==> src/rtl/access_port_controller_pkg.sv <==
// Shared widths, FSM state encoding and request-entry layout for the access port controller.
package access_port_controller_pkg;

    localparam int NETWORK_ADDRESS_WIDTH    = 4;
    localparam int CACHE_BANK_ADDRESS_WIDTH = 4;
    localparam int DATA_WIDTH               = 32;
    localparam int ADDR_WIDTH               = NETWORK_ADDRESS_WIDTH + CACHE_BANK_ADDRESS_WIDTH;
    localparam int REQ_ENTRY_WIDTH          = 1 + ADDR_WIDTH + DATA_WIDTH;

    typedef enum logic [2:0] {
        ACP_IDLE    = 3'd0,
        ACP_ISSUE   = 3'd1,
        ACP_WAIT    = 3'd2,
        ACP_GAP     = 3'd3,
        ACP_RESPOND = 3'd4
    } acp_state_t;

    typedef struct packed {
        logic                  write;
        logic [ADDR_WIDTH-1:0] addr;
        logic [DATA_WIDTH-1:0] data;
    } req_entry_t;

    function automatic logic [7:0] sat_inc8(input logic [7:0] value);
        return (value == 8'hFF) ? value : value + 8'd1;
    endfunction

endpackage

==> src/rtl/access_port_controller_fifo.sv <==
// Synchronous single-clock request FIFO; pointers carry one extra wrap bit to tell full from empty.
module request_fifo #(
    parameter int WIDTH = 8,
    parameter int DEPTH = 4
) (
    input  logic             clk,
    input  logic             reset,
    input  logic             push,
    input  logic [WIDTH-1:0] push_data,
    input  logic             pop,
    output logic [WIDTH-1:0] pop_data,
    output logic             full,
    output logic             empty
);
    localparam int IDX_W = $clog2(DEPTH);
    localparam int PTR_W = IDX_W + 1;

    logic [WIDTH-1:0] mem [DEPTH];
    logic [PTR_W-1:0] wr_ptr;
    logic [PTR_W-1:0] rd_ptr;
    logic             do_push;
    logic             do_pop;

    assign full  = (wr_ptr[PTR_W-1] != rd_ptr[PTR_W-1]) &&
                   (wr_ptr[IDX_W-1:0] == rd_ptr[IDX_W-1:0]);
    assign empty = (wr_ptr == rd_ptr);

    assign do_push  = push && !full;
    assign do_pop   = pop && !empty;
    assign pop_data = mem[rd_ptr[IDX_W-1:0]];

    always_ff @(posedge clk) begin
        if (reset) begin
            wr_ptr <= '0;
            rd_ptr <= '0;
        end else begin
            if (do_push) wr_ptr <= wr_ptr + 1'b1;
            if (do_pop)  rd_ptr <= rd_ptr + 1'b1;
        end
    end

    always_ff @(posedge clk) begin
        if (do_push) mem[wr_ptr[IDX_W-1:0]] <= push_data;
    end

endmodule

==> src/rtl/access_port_controller.sv <==
// Client front end for one network access port: queues requests, issues them one at a time,
// and returns read data (or a timeout error) through a valid/ready response channel.
module access_port_controller
    import access_port_controller_pkg::*;
#(
    parameter int FIFO_DEPTH     = 4,
    parameter int TIMEOUT_CYCLES = 64,
    parameter int WRITE_GAP      = 4
) (
    input  logic                  clk,
    input  logic                  reset,
    input  logic                  req_valid,
    output logic                  req_ready,
    input  logic                  req_write,
    input  logic [ADDR_WIDTH-1:0] req_addr,
    input  logic [DATA_WIDTH-1:0] req_data,
    output logic                  rsp_valid,
    input  logic                  rsp_ready,
    output logic [DATA_WIDTH-1:0] rsp_data,
    output logic                  rsp_error,
    output logic [ADDR_WIDTH-1:0] destinationAddressOut,
    output logic                  readOut,
    output logic                  writeOut,
    output logic [DATA_WIDTH-1:0] dataOut,
    input  logic                  readReady,
    input  logic [DATA_WIDTH-1:0] dataIn,
    output logic [7:0]            timeout_count
);
    acp_state_t                 state;
    acp_state_t                 state_next;
    logic                       fifo_full;
    logic                       fifo_empty;
    logic                       fifo_pop;
    logic [REQ_ENTRY_WIDTH-1:0] fifo_head_raw;
    req_entry_t                 fifo_head;
    logic                       cur_write;
    logic [15:0]                cnt;
    logic                       gap_done;
    logic                       wait_expired;

    assign req_ready = !fifo_full;
    assign fifo_pop  = (state == ACP_IDLE) && !fifo_empty;
    assign fifo_head = req_entry_t'(fifo_head_raw);

    request_fifo #(
        .WIDTH (REQ_ENTRY_WIDTH),
        .DEPTH (FIFO_DEPTH)
    ) u_request_fifo (
        .clk       (clk),
        .reset     (reset),
        .push      (req_valid && req_ready),
        .push_data ({req_write, req_addr, req_data}),
        .pop       (fifo_pop),
        .pop_data  (fifo_head_raw),
        .full      (fifo_full),
        .empty     (fifo_empty)
    );

    // One shared counter: GAP spacing for writes, reply timeout for reads.
    assign gap_done     = (cnt == 16'(WRITE_GAP - 1));
    assign wait_expired = (cnt == 16'(TIMEOUT_CYCLES - 1));

    assign readOut   = (state == ACP_ISSUE) && !cur_write;
    assign writeOut  = (state == ACP_ISSUE) && cur_write;
    assign rsp_valid = (state == ACP_RESPOND);

    always_comb begin
        state_next = state;
        case (state)
            ACP_IDLE:    if (!fifo_empty) state_next = ACP_ISSUE;
            ACP_ISSUE:   state_next = cur_write ? ACP_GAP : ACP_WAIT;
            ACP_GAP:     if (gap_done) state_next = ACP_IDLE;
            ACP_WAIT:    if (readReady || wait_expired) state_next = ACP_RESPOND;
            ACP_RESPOND: if (rsp_ready) state_next = ACP_IDLE;
            default:     state_next = ACP_IDLE;
        endcase
    end

    always_ff @(posedge clk) begin
        if (reset) begin
            state                 <= ACP_IDLE;
            cur_write             <= 1'b0;
            cnt                   <= '0;
            destinationAddressOut <= '0;
            dataOut               <= '0;
            rsp_data              <= '0;
            rsp_error             <= 1'b0;
            timeout_count         <= '0;
        end else begin
            state <= state_next;
            case (state)
                ACP_IDLE: begin
                    if (fifo_pop) begin
                        cur_write             <= fifo_head.write;
                        destinationAddressOut <= fifo_head.addr;
                        dataOut               <= fifo_head.data;
                    end
                end
                ACP_ISSUE: cnt <= '0;
                ACP_GAP:   cnt <= cnt + 16'd1;
                ACP_WAIT: begin
                    // Data beats the timeout when both land in the same cycle.
                    if (readReady) begin
                        rsp_data  <= dataIn;
                        rsp_error <= 1'b0;
                    end else if (wait_expired) begin
                        rsp_data      <= '0;
                        rsp_error     <= 1'b1;
                        timeout_count <= sat_inc8(timeout_count);
                    end else begin
                        cnt <= cnt + 16'd1;
                    end
                end
                default: ;
            endcase
        end
    end

endmodule
==> config.mk <==
export PLATFORM = sky130hd
export DESIGN_NAME = access_port_controller
export DESIGN_NICKNAME = d
export VERILOG_FILES = /design/src/rtl/access_port_controller_pkg.sv /design/src/rtl/access_port_controller_fifo.sv /design/src/rtl/access_port_controller.sv
export SDC_FILE = /design/constraint.sdc
export NUM_CORES = 1
export LEC_CHECK = 0
export ABC_AREA = 1
export CAP_MARGIN = 15
export CORE_MARGIN = 8
export CORE_UTILIZATION = 38
export DETAILED_ROUTE_END_ITERATION = 12
export DONT_BUFFER_PORTS = 1
export SYNTH_ARGS = -nofsm -noshare
export SYNTH_HDL_FRONTEND = slang
export SYNTH_SLANG_ARGS = --single-unit
==> constraint.sdc <==
create_clock -name clk -period 3.9 [get_ports clk]
set_input_delay 0.78 -clock clk [delete_from_list [all_inputs] [get_ports clk]]
set_output_delay 0.78 -clock clk [all_outputs]
set_load 0.02 [all_outputs]
==> After elaboration in Yosys (flattened, before gate mapping) <==
Memories as Yosys holds them, arrays and structs flattened. A register that Yosys moved wholly into a read port is not among the register bits.
Index checks and enable logic that the tools add are counted.
{ "op_classes": {"add_sub_neg": 4, "n_eq_ne": 16, "n_mux": 15, "bitwise": 2, "n_reduce_logical": 19} }
{ "ops": {"columns": ["operator", "count"], "rows": [
  ["two-way mux 32 bit", 2],
  ["case mux 16 bit (3 select lines)", 1],
  ["two-way mux 16 bit", 2],
  ["adder 16 x 1 -> 16 bit (second input constant)", 1],
  ["== test 16 x 2 -> 1 bit (second input constant)", 1],
  ["== test 16 x 6 -> 1 bit (second input constant)", 1],
  ["case mux 3 bit (5 select lines)", 1],
  ["two-way mux 3 bit", 4],
  ["!= test 2 bit (second input constant)", 5],
  ["adder 8 x 1 -> 8 bit (second input constant)", 1],
  ["== test 8 bit (second input constant)", 1],
  ["AND reduction 4 bit", 2],
  ["logical AND 1 bit", 7],
  ["adder 3 x 1 -> 3 bit (second input constant)", 2],
  ["== test 3 x 2 -> 1 bit (second input constant)", 2],
  ["two-way mux 1 bit", 5],
  ["AND reduction 2 bit", 2],
  ["== test 3 x 1 -> 1 bit (second input constant)", 1],
  ["== test 3 bit", 1],
  ["== test 3 bit (second input constant)", 1],
  ["zero test 1 bit", 3],
  ["zero test 3 bit", 1],
  ["AND reduction 3 bit", 1],
  ["nonzero test 3 bit", 1],
  ["other kinds (6)", 7]
]} }
{ "totals": {"ff_bits": 66, "ram_bits": 164, "input_bits": 78, "memories": 1} }
{ "memory_table": {"columns": ["name", "words", "width", "read_ports", "rd_ports_with_merged_regs", "wr", "line_no", "rtl"], "rows": [
  ["u_request_fifo.mem", 4, 41, 1, 1, 1, "access_port_controller_fifo.sv:18", "logic [WIDTH-1:0] mem [DEPTH];"]
]} }

==> Logic depth before layout (Yosys ltp) <==
{ "depth": {"word_depth": 7, "ltp_mapped": 11, "depth_no_buf": 11} }

==> Modules after synthesis <==
Synthesis repeated with hierarchy kept, for this count alone.
{ "unflattened": {"cells_unflattened": 1066, "area_unflattened_um2": 10860.4} }
{ "modules_own_cells": {"columns": ["module", "instances", "cells_each", "area_per_inst_um2", "seq_area_each_um2"], "rows": [
  ["request_fifo", 1, 470, 6557.5, 5084.9],
  ["access_port_controller", 1, 596, 4302.9, 2021.9]
]} }

==> Least setup slack after synthesis <==
Ideal clock, no wire load.
{ "synth_path": {"path_type": "flip-flop to flip-flop", "startpoint": "register u_request_fifo.rd_ptr[1]", "endpoint": "memory u_request_fifo.mem[0][0] (netlist name), enable pin", "setup_ps": 440, "t_arrival_ps": 2791, "required_time_ps": 3460, "path_slack_ps": 670, "stages_incl_launch_ff": 8, "n_path_buf": 0, "synth_period_minus_slack_ps": 3230, "path_cell_list": "dfxtp_1 > inv_2 > nand2_1 > nand2_1 > nor2_2 > nand2b_1 > nand2_1 > nor2_1"} }
{ "synth_via": {"elab_chain_cells": 7} }
{ "synth_rtl": {"columns": ["element", "line_no", "rtl"], "rows": [
  ["start, declared", "access_port_controller_fifo.sv:20", "logic [PTR_W-1:0] rd_ptr;"],
  ["start signal, assigned", "access_port_controller_fifo.sv:38", "if (do_pop) rd_ptr <= rd_ptr + 1'b1;"],
  ["== test 2 bit *", "access_port_controller_fifo.sv:25", "(wr_ptr[IDX_W-1:0] == rd_ptr[IDX_W-1:0]);"],
  ["logical AND 1 bit *", "access_port_controller_fifo.sv:24", "assign full = (wr_ptr[PTR_W-1] != rd_ptr[PTR_W-1]) &&"],
  ["zero test 1 bit *", "access_port_controller.sv:41", "assign req_ready = !fifo_full;"],
  ["via req_ready", "access_port_controller.sv:13", "output logic req_ready,"],
  ["logical AND 1 bit", "access_port_controller.sv:51", ".push (req_valid && req_ready),"],
  ["logical AND 1 bit *", "access_port_controller_fifo.sv:28", "assign do_push = push && !full;"],
  ["two-way mux 1 bit *", "access_port_controller_fifo.sv:43", "if (do_push) mem[wr_ptr[IDX_W-1:0]] <= push_data;"],
  ["two-way mux 1 bit (implied by the code) *", "access_port_controller_fifo.sv:43", null],
  ["end, declared", "access_port_controller_fifo.sv:18", null]
]} }
The timed path passes the listed nets; every way through them passes the cells marked *.

==> Worst setup path after layout <==
{ "layout_path": {"startpoint": "register u_request_fifo.rd_ptr[0]", "endpoint": "memory u_request_fifo.mem[1][0] (netlist name), enable pin"} }
Same word-level chain as after synthesis.

==> metrics.txt <==
RSZ-0062 raised after global routing=no; die footprint=33620 um2; worst reg2reg path endpoint=u_request_fifo.mem[1][0]; hold wc startpoint=reset; placed cell count=1373; Cell Area, Placed=11010 um2; Routed Antenna Nets=0; Post-CTS Resized=0; worst endpoint required time=4120 ps; number of buffers added on ports=0; first-pass GRT wire length=38.40 mm; Yosys cell types=31; worst-margin pin slew=822.6 ps; dominant cell type by area after synthesis=edfxtp_1; Critical Path Fanout Max=41; Root Driver=clkbuf_16; hold-critical path depth=1; f_max=342.6 MHz; share of post-route cells with drive strength above 1=0.1164; reg2reg setup slack=980 ps; final core utilization=0.4351; Hold Slack=312.1 ps; leakage=4.210 nW; CP peak stage delay=790 ps; PnR Total Power=9.023 mW; Layout area overhead=13.29%; Hold Crit Class=in2reg; WL per Instance=16.92 um; Area contributors post-synth=edfxtp_1 46%, dfxtp_1 20%, nor2_1 6.0%, nand2_1 5.7%, o21ai_0 4.8%; TritonRoute pass-1 iters=5; Worst setup EP type=flip-flop; HPWL Detailed=15.75 mm; VDD IR max=0.0005079 V; critical path's slowest cell=dfxtp_2; core area=27710 um2; vias post-DR=7088; Worst R2R Start=u_request_fifo.rd_ptr[0]; Design Area, Final=12060 um2; # clock sinks=271; Starting Density=0.3841; crit path launch type=flip-flop; Max Cap Viol=0; Hold Buf Count CTS=0; CTS Buf Count=29; Clock Pin Slew Worst Setup and Hold Paths=60 ps; critical path arrival=3140 ps; diode count=0; post-CTS setup buffer count=0; Final Max Tran Viols=0; final setup TNS=0 ps; Hold Fails Final Rpt=0; pre-CTS setup slack=918.1 ps; fin cells=1426; critical path launch point=u_request_fifo.rd_ptr[0]; DRT Wirelength=24.13 mm; #FFs+latches synth=271; Horiz. Die Dim=183.3 um; # rows=61; H-tree Lvls=1; Clock Latency Late Sink=530 ps; initial antenna violation count=0; # fillers=2625; mean post-synth cell area=10.29 um2; Final nets=1111; remaining global-route overflow=0; 1st-iter DRT viols=321; setup violators final=0; register area share after synthesis=0.6641; yosys warns=0; # DRC=0; status=finished clean; syn_nets=1119; Max transition margin=0.4516; Die Ht=183.3 um; largest net degree at the start of global routing=85; worst-case reg-to-reg path depth=7; routability cong.=0.8306; crit-path cells=nand2_1 > nand2_1 > nor2_2 > nand2b_1 > nand2_1 > nor2_4 > buf_12; All-Layer GR Usage=0.1412; CTS tree=done; I/O pins=163; Synth Cell Area=10640 um2; critical path type=reg2reg; total power per unit cell area=748.5 nW/um2; via/cell ratio=4.971; Gate Count Post-Synth=1034; Longest Clk Path Bufs=3; worst-case hold path end point=rsp_data[29]; CP most frequent cell=nand2_1; fin crit share=0.7484; Tmin final=2919 ps; clk_skew=13.29 ps; Yosys top cell area share=0.4628; vias in the first global route=6903; Setup WS post-layout=981.1 ps
placed cells by master (no fill, tap or decap), drive strengths merged:
master    Yosys  final
nor2        216    216
edfxtp      164    164
nand2       164    164
o21ai       139    139
dfxtp       107    107
a21oi        54     54
inv          53     53
o22ai        41     41
clkbuf       34     40
nand3        17     17
buf          17     12
nor3          7      7
ha            7      7
bufinv        0      6
clkinv        0      6
xnor2         3      3
o21bai        3      3
o21a          2      2
nand4         2      2
xor2          2      2
nand2b        1      1
and2          1      1
clkinvlp      0      1
final cells by class:
class	count	area, um2	area share
clock buffer	40	827.0	0.06860
clock inverter	13	221.5	0.01837
inverter	53	201.4	0.01671
multi-input combinational	659	3137	0.2602
sequential	271	7068	0.5863
tap	378	473.0	0.03923
timing repair buffer	12	127.6	0.01059
layer usage:
layer  part of all wire  global-route usage  vias to the layer above
met4              0.014             0.02798                        0
met2               0.46              0.2381                      206
li1                   -                   -                     3513
met3              0.096             0.04907                       29
met1               0.43              0.1736                     3340
met5                  0                   0                        -
synth_stat cells:
| cell type | count |
|---|---|
| a21oi_1 | 54 |
| and2_1 | 1 |
| buf_1 | 1 |
| buf_2 | 7 |
| buf_6 | 9 |
| clkbuf_1 | 33 |
| clkbuf_2 | 1 |
| dfxtp_1 | 107 |
| edfxtp_1 | 164 |
| ha_1 | 7 |
| inv_1 | 48 |
| inv_2 | 4 |
| inv_4 | 1 |
| nand2_1 | 163 |
| nand2_4 | 1 |
| nand2b_1 | 1 |
| nand3_1 | 16 |
| nand3_2 | 1 |
| nand4_1 | 2 |
| nor2_1 | 170 |
| nor2_2 | 44 |
| nor2_4 | 2 |
| nor3_1 | 7 |
| o21a_1 | 2 |
| o21ai_0 | 101 |
| o21ai_1 | 37 |
| o21ai_2 | 1 |
| o21bai_1 | 3 |
| o22ai_1 | 41 |
| xnor2_1 | 3 |
| xor2_1 | 2 |
cell families (layout without fill, tap and decap cells):
logic type	Yosys count	in the layout	synth area share
adders and majority gates	7	7	0.008230
DFF	271	271	0.6641
buffers and inverters	104	118	0.04421
xor gates and xnor gates	5	5	0.004116
AOI/OAI and AO/OA	239	239	0.1188
and+or+nand+nor	408	408	0.1606
how the worst max path moves through the flow:
stage | cells after the start | slack (ps) | endpoint
CTS | 7 | 910 | u_request_fifo.mem[1][7]
global placement | 7 | 950 | u_request_fifo.mem[1][0]
finish | 7 | 980 | u_request_fifo.mem[1][0]
detailed placement | 7 | 920 | u_request_fifo.mem[1][2]
floorplan | 7 | 670 | u_request_fifo.mem[0][0]
global route | 7 | 640 | u_request_fifo.mem[1][7]
state kept, by name, summed over array words and instances (netlist names):
register,cells
u_request_fifo.rd_ptr,3
cnt,16
dataOut,32
rsp_data,32
timeout_count,8
rsp_error,1
destinationAddressOut,8
state,3
cur_write,1
u_request_fifo.wr_ptr,3
u_request_fifo.mem,164
worst max-delay path: cells and delay by family, from the launching register on:
| family | cells | cell delay (ps) |
|---|---|---|
| flip-flops | 1 | 790 |
| AND/OR/NAND/NOR | 6 | 1540 |
| buffers and inverters | 1 | 270 |
report_power, final:
group	total, mW	leakage, nW	switching, mW	internal (mW)
registers	4.03	2.38	0.622	3.41
logic	2.04	1.32	1.38	0.662
clock network	2.95	0.515	1.07	1.87
total	9.02	4.21	3.08	5.95
Power figures use the tool's default switching activity.
